**src/rtl/uart_proto_pkg.sv**
```systemverilog
// Shared protocol constants for the UART command initiator: header/PID bytes,
// CRC-16 parameters, error bit positions and the initiator state encoding.
package uart_proto_pkg;

    localparam logic [7:0] HDR1        = 8'h8F;
    localparam logic [7:0] HDR0        = 8'hC7;
    localparam logic [7:0] PID1_BURST  = 8'h80;
    localparam logic [7:0] PID1_SINGLE = 8'h00;
    localparam logic [7:0] PID0_RD     = 8'h02;
    localparam logic [7:0] PID0_WR     = 8'h01;

    localparam logic [15:0] CRC_POLY = 16'h8005;
    localparam logic [15:0] CRC_INIT = 16'hFFFF;

    localparam int unsigned ERR_LEN = 2;
    localparam int unsigned ERR_TMO = 1;
    localparam int unsigned ERR_CRC = 0;

    typedef enum logic [4:0] {
        S_IDLE, S_HDR1, S_HDR0, S_PID1, S_PID0, S_LEN1, S_LEN0, S_ADR1, S_ADR0,
        S_WD_REQ, S_WD_WAIT, S_WD1, S_WD0, S_WCRC1, S_WCRC0,
        S_RD1, S_RD0, S_RCRC1, S_RCRC0, S_DONE
    } state_e;

    // MSB-first CRC-16 update over one byte, no reflection.
    function automatic logic [15:0] crc16_byte(input logic [15:0] crc, input logic [7:0] din);
        logic [15:0] c;
        c = crc ^ {din, 8'h00};
        for (int unsigned i = 0; i < 8; i++) begin
            c = c[15] ? ((c << 1) ^ CRC_POLY) : (c << 1);
        end
        return c;
    endfunction

endpackage

```
**src/rtl/uart_cmd_init_hs_crc.sv**
```systemverilog
// Registered CRC-16 engine, one byte per enabled cycle; clear wins over init and update.
module uart_cmd_init_hs_crc
    import uart_proto_pkg::*;
(
    input  logic        clk,
    input  logic        rst,
    input  logic        clr_i,
    input  logic        init_i,
    input  logic        en_i,
    input  logic [7:0]  data_i,
    output logic [15:0] crc_o
);

    logic [15:0] crc_q;

    always_ff @(posedge clk) begin
        if (rst || clr_i) begin
            crc_q <= '0;
        end else if (init_i) begin
            crc_q <= CRC_INIT;
        end else if (en_i) begin
            crc_q <= crc16_byte(crc_q, data_i);
        end
    end

    assign crc_o = crc_q;

endmodule

```
**src/rtl/uart_cmd_init_hs.sv**
```systemverilog
// UART command initiator: frames host read/write commands into bytes with CRC-16.
// Define UART_CMD_INIT_CRC_CHK_EN to check the received read CRC (err[0]).
module uart_cmd_init_hs
    import uart_proto_pkg::*;
#(
    parameter int unsigned P_TIMEOUT_CNT_MAX = 125_000_000
) (
    input  logic        clk,
    input  logic        rst,
    input  logic        cmd_req,
    output logic        cmd_ack,
    input  logic        cmd_rd,
    input  logic        cmd_burst,
    input  logic [15:0] cmd_len,
    input  logic [11:0] cmd_adr,
    output logic        wd_rdreq,
    input  logic [15:0] wd_data,
    output logic [15:0] rd_data,
    output logic        rd_valid,
    output logic        done,
    output logic [2:0]  err,
    output logic        tx_req,
    output logic [7:0]  tx_data,
    input  logic        tx_ack,
    input  logic        rx_req,
    input  logic [7:0]  rx_data,
    output logic        rx_ack
);

    state_e      state_q, nxt_state;
    logic [15:0] cnt_q, len_q, word_q, crc;
    logic [31:0] to_cnt_q;
    logic [11:0] adr_q;
    logic [7:0]  rd_hi_q, rx_byte_q, tx_byte, tx_data_q, crc_din;
    logic [2:0]  err_q;
    logic        rd_q, burst_q, tx_ph_q, tx_req_q, rx_ack_q;
    logic        cmd_ack_q, wd_rdreq_q, rd_valid_q, done_q;
    logic [15:0] rd_data_q;
    logic        is_tx, is_rx, tx_done, rx_done, accept, tmo, crc_en;
`ifdef UART_CMD_INIT_CRC_CHK_EN
    logic [7:0]  rcrc_hi_q;
`endif

    always_comb begin
        tx_byte   = '0;
        nxt_state = S_IDLE;
        case (state_q)
            S_HDR1:  begin tx_byte = HDR1; nxt_state = S_HDR0; end
            S_HDR0:  begin tx_byte = HDR0; nxt_state = S_PID1; end
            S_PID1:  begin tx_byte = burst_q ? PID1_BURST : PID1_SINGLE; nxt_state = S_PID0; end
            S_PID0:  begin tx_byte = rd_q ? PID0_RD : PID0_WR; nxt_state = burst_q ? S_LEN1 : S_ADR1; end
            S_LEN1:  begin tx_byte = len_q[15:8]; nxt_state = S_LEN0; end
            S_LEN0:  begin tx_byte = len_q[7:0]; nxt_state = S_ADR1; end
            S_ADR1:  begin tx_byte = {4'h0, adr_q[11:8]}; nxt_state = S_ADR0; end
            S_ADR0:  begin tx_byte = adr_q[7:0]; nxt_state = rd_q ? S_RD1 : S_WD_REQ; end
            S_WD1:   begin tx_byte = wd_data[15:8]; nxt_state = S_WD0; end
            S_WD0:   begin tx_byte = word_q[7:0]; nxt_state = (cnt_q == 16'd1) ? S_WCRC1 : S_WD_REQ; end
            S_WCRC1: begin tx_byte = crc[15:8]; nxt_state = S_WCRC0; end
            S_WCRC0: begin tx_byte = crc[7:0]; nxt_state = S_DONE; end
            S_RD1:   nxt_state = S_RD0;
            S_RD0:   nxt_state = (cnt_q == 16'd1) ? S_RCRC1 : S_RD1;
            S_RCRC1: nxt_state = S_RCRC0;
            S_RCRC0: nxt_state = S_DONE;
            default: nxt_state = S_IDLE;
        endcase
    end

    assign is_tx   = state_q inside {S_HDR1, S_HDR0, S_PID1, S_PID0, S_LEN1, S_LEN0,
                                     S_ADR1, S_ADR0, S_WD1, S_WD0, S_WCRC1, S_WCRC0};
    assign is_rx   = state_q inside {S_RD1, S_RD0, S_RCRC1, S_RCRC0};
    assign tx_done = is_tx && tx_ph_q && !tx_ack;
    assign rx_done = is_rx && rx_ack_q && !rx_req;
    assign accept  = (state_q == S_IDLE) && cmd_req;
    assign tmo     = (state_q != S_IDLE) && (to_cnt_q == P_TIMEOUT_CNT_MAX);
    assign crc_en  = (tx_done && (state_q inside {S_ADR1, S_ADR0, S_WD1, S_WD0})) ||
                     (rx_done && (state_q inside {S_RD1, S_RD0}));
    assign crc_din = is_tx ? tx_data_q : rx_byte_q;

    uart_cmd_init_hs_crc u_crc (
        .clk    (clk),
        .rst    (rst),
        .clr_i  (tmo),
        .init_i (accept),
        .en_i   (crc_en),
        .data_i (crc_din),
        .crc_o  (crc)
    );

    always_ff @(posedge clk) begin
        if (rst) begin
            state_q  <= S_IDLE;
            {cnt_q, len_q, word_q, to_cnt_q, adr_q, rd_hi_q, rx_byte_q} <= '0;
            {rd_q, burst_q, tx_ph_q, tx_req_q, tx_data_q, rx_ack_q, err_q} <= '0;
            {cmd_ack_q, wd_rdreq_q, rd_data_q, rd_valid_q, done_q} <= '0;
`ifdef UART_CMD_INIT_CRC_CHK_EN
            rcrc_hi_q <= '0;
`endif
        end else begin
            cmd_ack_q  <= 1'b0;
            wd_rdreq_q <= 1'b0;
            rd_valid_q <= 1'b0;
            done_q     <= 1'b0;
            to_cnt_q   <= (state_q == S_IDLE) ? '0 : to_cnt_q + 32'd1;
            if (tmo) begin
                state_q          <= S_DONE;
                to_cnt_q         <= '0;
                err_q[ERR_TMO]   <= 1'b1;
                tx_req_q         <= 1'b0;
                tx_ph_q          <= 1'b0;
                rx_ack_q         <= 1'b0;
            end else begin
                case (state_q)
                    S_IDLE: if (cmd_req) begin
                        cmd_ack_q <= 1'b1;
                        rd_q      <= cmd_rd;
                        burst_q   <= cmd_burst;
                        len_q     <= cmd_len;
                        adr_q     <= cmd_adr;
                        cnt_q     <= cmd_burst ? cmd_len : 16'd1;
                        err_q     <= '0;
                        if (cmd_burst && cmd_len == 16'd0) begin
                            err_q[ERR_LEN] <= 1'b1;
                            state_q        <= S_DONE;
                        end else begin
                            state_q <= S_HDR1;
                        end
                    end
                    S_WD_REQ: begin
                        wd_rdreq_q <= 1'b1;
                        state_q    <= S_WD_WAIT;
                        to_cnt_q   <= '0;
                    end
                    S_WD_WAIT: begin
                        state_q  <= S_WD1;
                        to_cnt_q <= '0;
                    end
                    S_DONE: begin
                        done_q   <= 1'b1;
                        state_q  <= S_IDLE;
                        to_cnt_q <= '0;
                    end
                    default: begin
                        // tx_data is loaded once per byte so it stays stable through the handshake
                        if (is_tx) begin
                            if (!tx_ph_q && !tx_req_q) begin
                                tx_req_q  <= 1'b1;
                                tx_data_q <= tx_byte;
                                if (state_q == S_WD1) word_q <= wd_data;
                            end else if (!tx_ph_q && tx_ack) begin
                                tx_req_q <= 1'b0;
                                tx_ph_q  <= 1'b1;
                            end else if (tx_done) begin
                                tx_ph_q  <= 1'b0;
                                state_q  <= nxt_state;
                                to_cnt_q <= '0;
                                if (state_q == S_WD0) cnt_q <= cnt_q - 16'd1;
                            end
                        end else if (is_rx) begin
                            if (!rx_ack_q && rx_req) begin
                                rx_ack_q  <= 1'b1;
                                rx_byte_q <= rx_data;
                            end else if (rx_done) begin
                                rx_ack_q <= 1'b0;
                                state_q  <= nxt_state;
                                to_cnt_q <= '0;
                                case (state_q)
                                    S_RD1: rd_hi_q <= rx_byte_q;
                                    S_RD0: begin
                                        rd_data_q  <= {rd_hi_q, rx_byte_q};
                                        rd_valid_q <= 1'b1;
                                        cnt_q      <= cnt_q - 16'd1;
                                    end
`ifdef UART_CMD_INIT_CRC_CHK_EN
                                    S_RCRC1: rcrc_hi_q <= rx_byte_q;
                                    S_RCRC0: if ({rcrc_hi_q, rx_byte_q} != crc) err_q[ERR_CRC] <= 1'b1;
`endif
                                    default: ;
                                endcase
                            end
                        end
                    end
                endcase
            end
        end
    end

    assign cmd_ack  = cmd_ack_q;
    assign wd_rdreq = wd_rdreq_q;
    assign rd_data  = rd_data_q;
    assign rd_valid = rd_valid_q;
    assign done     = done_q;
    assign err      = err_q;
    assign tx_req   = tx_req_q;
    assign tx_data  = tx_data_q;
    assign rx_ack   = rx_ack_q;

endmodule

```
**config.mk**
```make
export PLATFORM = sky130hd
export DESIGN_NAME = uart_cmd_init_hs
export DESIGN_NICKNAME = d
export VERILOG_FILES = /design/src/rtl/uart_proto_pkg.sv /design/src/rtl/uart_cmd_init_hs_crc.sv /design/src/rtl/uart_cmd_init_hs.sv
export SDC_FILE = /design/constraint.sdc
export NUM_CORES = 1
export LEC_CHECK = 0
export ABC_AREA = 0
export CORE_MARGIN = 2
export CORE_UTILIZATION = 55
export DETAILED_ROUTE_END_ITERATION = 8
export GPL_ROUTABILITY_DRIVEN = 0
export PLACE_DENSITY = 0.88
export RECOVER_POWER = 100
export SYNTH_ARGS = -nofsm -noshare
export SYNTH_HDL_FRONTEND = slang
export SYNTH_SLANG_ARGS = --single-unit
```
**constraint.sdc**
```tcl
create_clock -name clk -period 4.6 [get_ports clk]
set_clock_uncertainty 0.1 [all_clocks]
set_input_delay 0.46 -clock clk [delete_from_list [all_inputs] [get_ports clk]]
set_output_delay 0.46 -clock clk [all_outputs]
set_load 0.02 [all_outputs]
```
==> impl_results.md <==
- Wire length of the first global-routing pass: 33.4 mm
- Via count: 7230
- Worst EP required: 4850 ps
- Outcome: finished, final reports clean
- TritonCTS clock tree: done
- Buffer count from post-CTS setup fixing: 0
- Min-delay worst type: flop to flop
- Remaining DRCs: 0
- Count of endpoints failing hold in the final timing report: 0
- Crit share post-route: 0.854
- Via count of the first global-routing pass: 6604
- Sequential area share after synthesis: 0.413
- Util after Layout: 0.680
- Maximum fanout encountered on the critical timing path: 37
- Die footprint: 14700 um^2
- Diodes inserted: 0
- Remaining global-route overflow: 0
- Initial Util: 0.567
- Crit path arrival time: 4180 ps
- Maximum clock frequency: 255 MHz
- Transition time at the pin with the least slew margin: 1360 ps
- Endpoint type of the worst setup path: flop
- Insertion delay of the later-clocked pin in the worst-skew pair: 430 ps
- Total iterations of the first detailed-routing run: 7
- Core Area: 13300 um^2
- Clk pin slew, worst setup/hold paths: 60 ps
- XOR/XNOR share of the synthesized area: 0.0595
- Launching element type of the critical path: flop
- Standby leakage power: 3.35 nW
- Max Cap Viol: 0
- Number of H-tree branching levels: 4
- Antenna violations before repair: 0
- Sum of routed wire length over all layers: 21.1 mm
- Minimum clock period after layout: 3930 ps
- Initial drt markers: 918
- Worst vdd ir: 0.447 mV
- Endpoints failing setup: 0
- Count of buffers inserted at the top-level ports: 90
- Fraction of the mapped netlist area in simple logic gates: 0.257
- Adder-cell share of the synthesized area: 0.00661
- Share of layout cells above drive strength 1: 0.0500
- Post-synth ARST share: 0
- Master cell of the clock root buffer: sky130_fd_sc_hd__clkbuf_16
- Area fraction in compound gates after synthesis: 0.157
- Power Density: 689 nW/um^2
- Y dimension of the die: 121 um
- Total routing resource utilization after global routing: 0.289
- Sum Neg Setup Slack: 0 ps
- Average cell area after synthesis: 8.18 um^2
- Fill count: 1045
- Clk sink count: 156
- Post-route antenna net violation count: 0
- Post-synthesis sequential element count: 156
- Number of enable-type register cells in the synthesized netlist: 0
- Share of the synthesized area in the top cell type: 0.413
- Main combinational cell family by area after synthesis: simple AND/OR/NAND/NOR gates
- Main area contributors after synthesis: sky130_fd_sc_hd__dfxtp_1 41%, sky130_fd_sc_hd__mux2i_1 6.5%, sky130_fd_sc_hd__nor2_1 5.9%, sky130_fd_sc_hd__nand2_1 5.7%, sky130_fd_sc_hd__a21oi_1 4.3%
- Most frequently used flop master after synthesis: sky130_fd_sc_hd__dfxtp_1
- Hold bufs inserted after CTS: 0
- Area added between synthesis and finish: 19.9%
- Final layout net count: 1051
- Share of cell area taken by muxes after synthesis: 0.0663
- Total of cells resized after clock tree synthesis: 0
- Number of cells produced by synthesis: 925
- Unrepaired setup endpoints after global routing: false
- Number of pins with negative max-slew slack in the final report: 0
- Type of the worst setup path: flop to flop
- Post-route total power: 6.26 mW
- Mapped Area: 7570 um^2
- Wire length per cell: 17.9 um
- Pin count of the biggest net entering global routing: 103
- Number of vias per cell: 6.15
- Syn nets: 988
- Detail Placement HPWL: 14.0 mm
- Number of placed I/O pins: 92
- Number of unique standard cell types used by synthesis: 69
- DIE WIDTH: 121 um
- Headroom to the max-slew limit: 0.0953
- Max Root-Sink Buffers: 2
- Synth warnings: 0
- Clock buffers created by TritonCTS: 17
- Largest area contributor in the synthesized netlist: sky130_fd_sc_hd__dfxtp_1
- Number of rows in the core area: 42
## report_power, final
part / switching (mW) / internal [mW] / total (mW)
Sequential: 0.332 / 1.60 / 1.93
Combinational: 1.80 / 1.15 / 2.95
Clock: 0.550 / 0.823 / 1.37
## worst paths after layout
kind	from	endpoint	slack [ps]	depth (start not counted)
max	state_q[2]	adr_q[10]	670	7
min	len_q[15]	len_q[15]	350	2
max reg2reg	state_q[2]	adr_q[10]	670	7
min reg2reg	len_q[15]	len_q[15]	350	2
## cells in the final DEF (no fill, tap or decap), types with 11 or more instances in the layout
master                              n
sky130_fd_sc_hd__nand2_1          115
sky130_fd_sc_hd__o21ai_0           40
sky130_fd_sc_hd__nand3_1           49
sky130_fd_sc_hd__dfxtp_1          156
sky130_fd_sc_hd__nor2b_1           22
sky130_fd_sc_hd__inv_1             13
sky130_fd_sc_hd__clkbuf_16         17
sky130_fd_sc_hd__xnor2_1           18
sky130_fd_sc_hd__a22oi_1           21
sky130_fd_sc_hd__nor2_1           121
sky130_fd_sc_hd__mux2i_1           49
sky130_fd_sc_hd__clkdlybuf4s50_1   57
sky130_fd_sc_hd__nand2b_1          12
sky130_fd_sc_hd__dlygate4sd3_1     32
sky130_fd_sc_hd__xor2_1            29
sky130_fd_sc_hd__nor3_1            18
sky130_fd_sc_hd__a21oi_1           65
sky130_fd_sc_hd__nor4_1            11
sky130_fd_sc_hd__nand4_1           12
## worst max-delay path, cell delays in order, from the launching register on
cell	delay, ps
sky130_fd_sc_hd__dfxtp_1	420
sky130_fd_sc_hd__buf_4	250
sky130_fd_sc_hd__or3_1	450
sky130_fd_sc_hd__nor3_1	200
sky130_fd_sc_hd__clkbuf_1	1030
sky130_fd_sc_hd__and2_1	1000
sky130_fd_sc_hd__nand2_1	230
sky130_fd_sc_hd__a21oi_1	170
## flip-flops by register name (all words and copies together) (netlist names), 2 cells and up
register and flops:
adr_q 12, rd_hi_q 8, u_crc.crc_o 16, cnt_q 16, word_q 8, len_q 16, tx_data 8, rx_byte_q 8
state_q 5, to_cnt_q 32, rd_data 16, err 2
## cells in the mapped netlist (5+ instances only)
library cell / count
sky130_fd_sc_hd__o22ai_1: 7
sky130_fd_sc_hd__nor4b_1: 5
sky130_fd_sc_hd__xnor2_1: 18
sky130_fd_sc_hd__inv_1: 13
sky130_fd_sc_hd__nor2b_1: 22
sky130_fd_sc_hd__buf_1: 5
sky130_fd_sc_hd__a21oi_1: 65
sky130_fd_sc_hd__o211ai_1: 6
sky130_fd_sc_hd__buf_2: 8
sky130_fd_sc_hd__dfxtp_1: 156
sky130_fd_sc_hd__a222oi_1: 6
sky130_fd_sc_hd__clkbuf_1: 40
sky130_fd_sc_hd__a22oi_1: 21
sky130_fd_sc_hd__xor2_1: 29
sky130_fd_sc_hd__nand3_1: 49
sky130_fd_sc_hd__nand2_1: 115
sky130_fd_sc_hd__buf_4: 5
sky130_fd_sc_hd__nand2b_1: 12
sky130_fd_sc_hd__nor2_1: 119
sky130_fd_sc_hd__and2_1: 6
sky130_fd_sc_hd__a31oi_1: 7
sky130_fd_sc_hd__nand4_1: 12
sky130_fd_sc_hd__and3_1: 10
sky130_fd_sc_hd__o21ai_0: 40
sky130_fd_sc_hd__nor3_1: 18
sky130_fd_sc_hd__mux2i_1: 49
sky130_fd_sc_hd__nor4_1: 11
sky130_fd_sc_hd__or3_1: 5
## cell families (layout without fill, tap and decap cells)
logic type	Yosys count	in the layout
simple gates	406	406
compound gates	187	187
flops	156	156
buf+inv	72	147
mux	50	50
xor+xnor	49	49
fa+ha+maj	4	4
other cells	1	1
## final cells by class
| class | instances | area, um^2 | area share |
|---|---|---|---|
| clock buffers | 21 | 460 | 0.0507 |
| clock inverters | 10 | 116 | 0.0128 |
| inverters | 13 | 48.8 | 0.00538 |
| multi-input cells | 697 | 4130 | 0.455 |
| flip-flops and latches | 156 | 3120 | 0.344 |
| well taps | 176 | 220 | 0.0243 |
| repair buffers | 103 | 977 | 0.108 |
## metrics by stage
step           std cells  cell area, um^2  setup WS [ps]  hold WS, ps
3_5_place_dp        1145             8540           1020          346
4_1_cts             1176             9120            997          355
3_3_place_gp        1145             8540           1240          342
5_1_grt             1176             9070            383          384
6_report            1176             9070            671          353
2_1_floorplan        925             7570           1810          331
## per-layer routing
layer  up-vias  global-route usage  routed length [um]  share of wire
li1       3381                   -                   -              -
met1      3385               0.381                8600           0.41
met2       404               0.453                9600           0.46
met3        60              0.0902                2370           0.11
met4         0              0.0905                 497          0.024
met5         -                   0                   0              0
No activity file was read; power rests on OpenSTA's default activity.
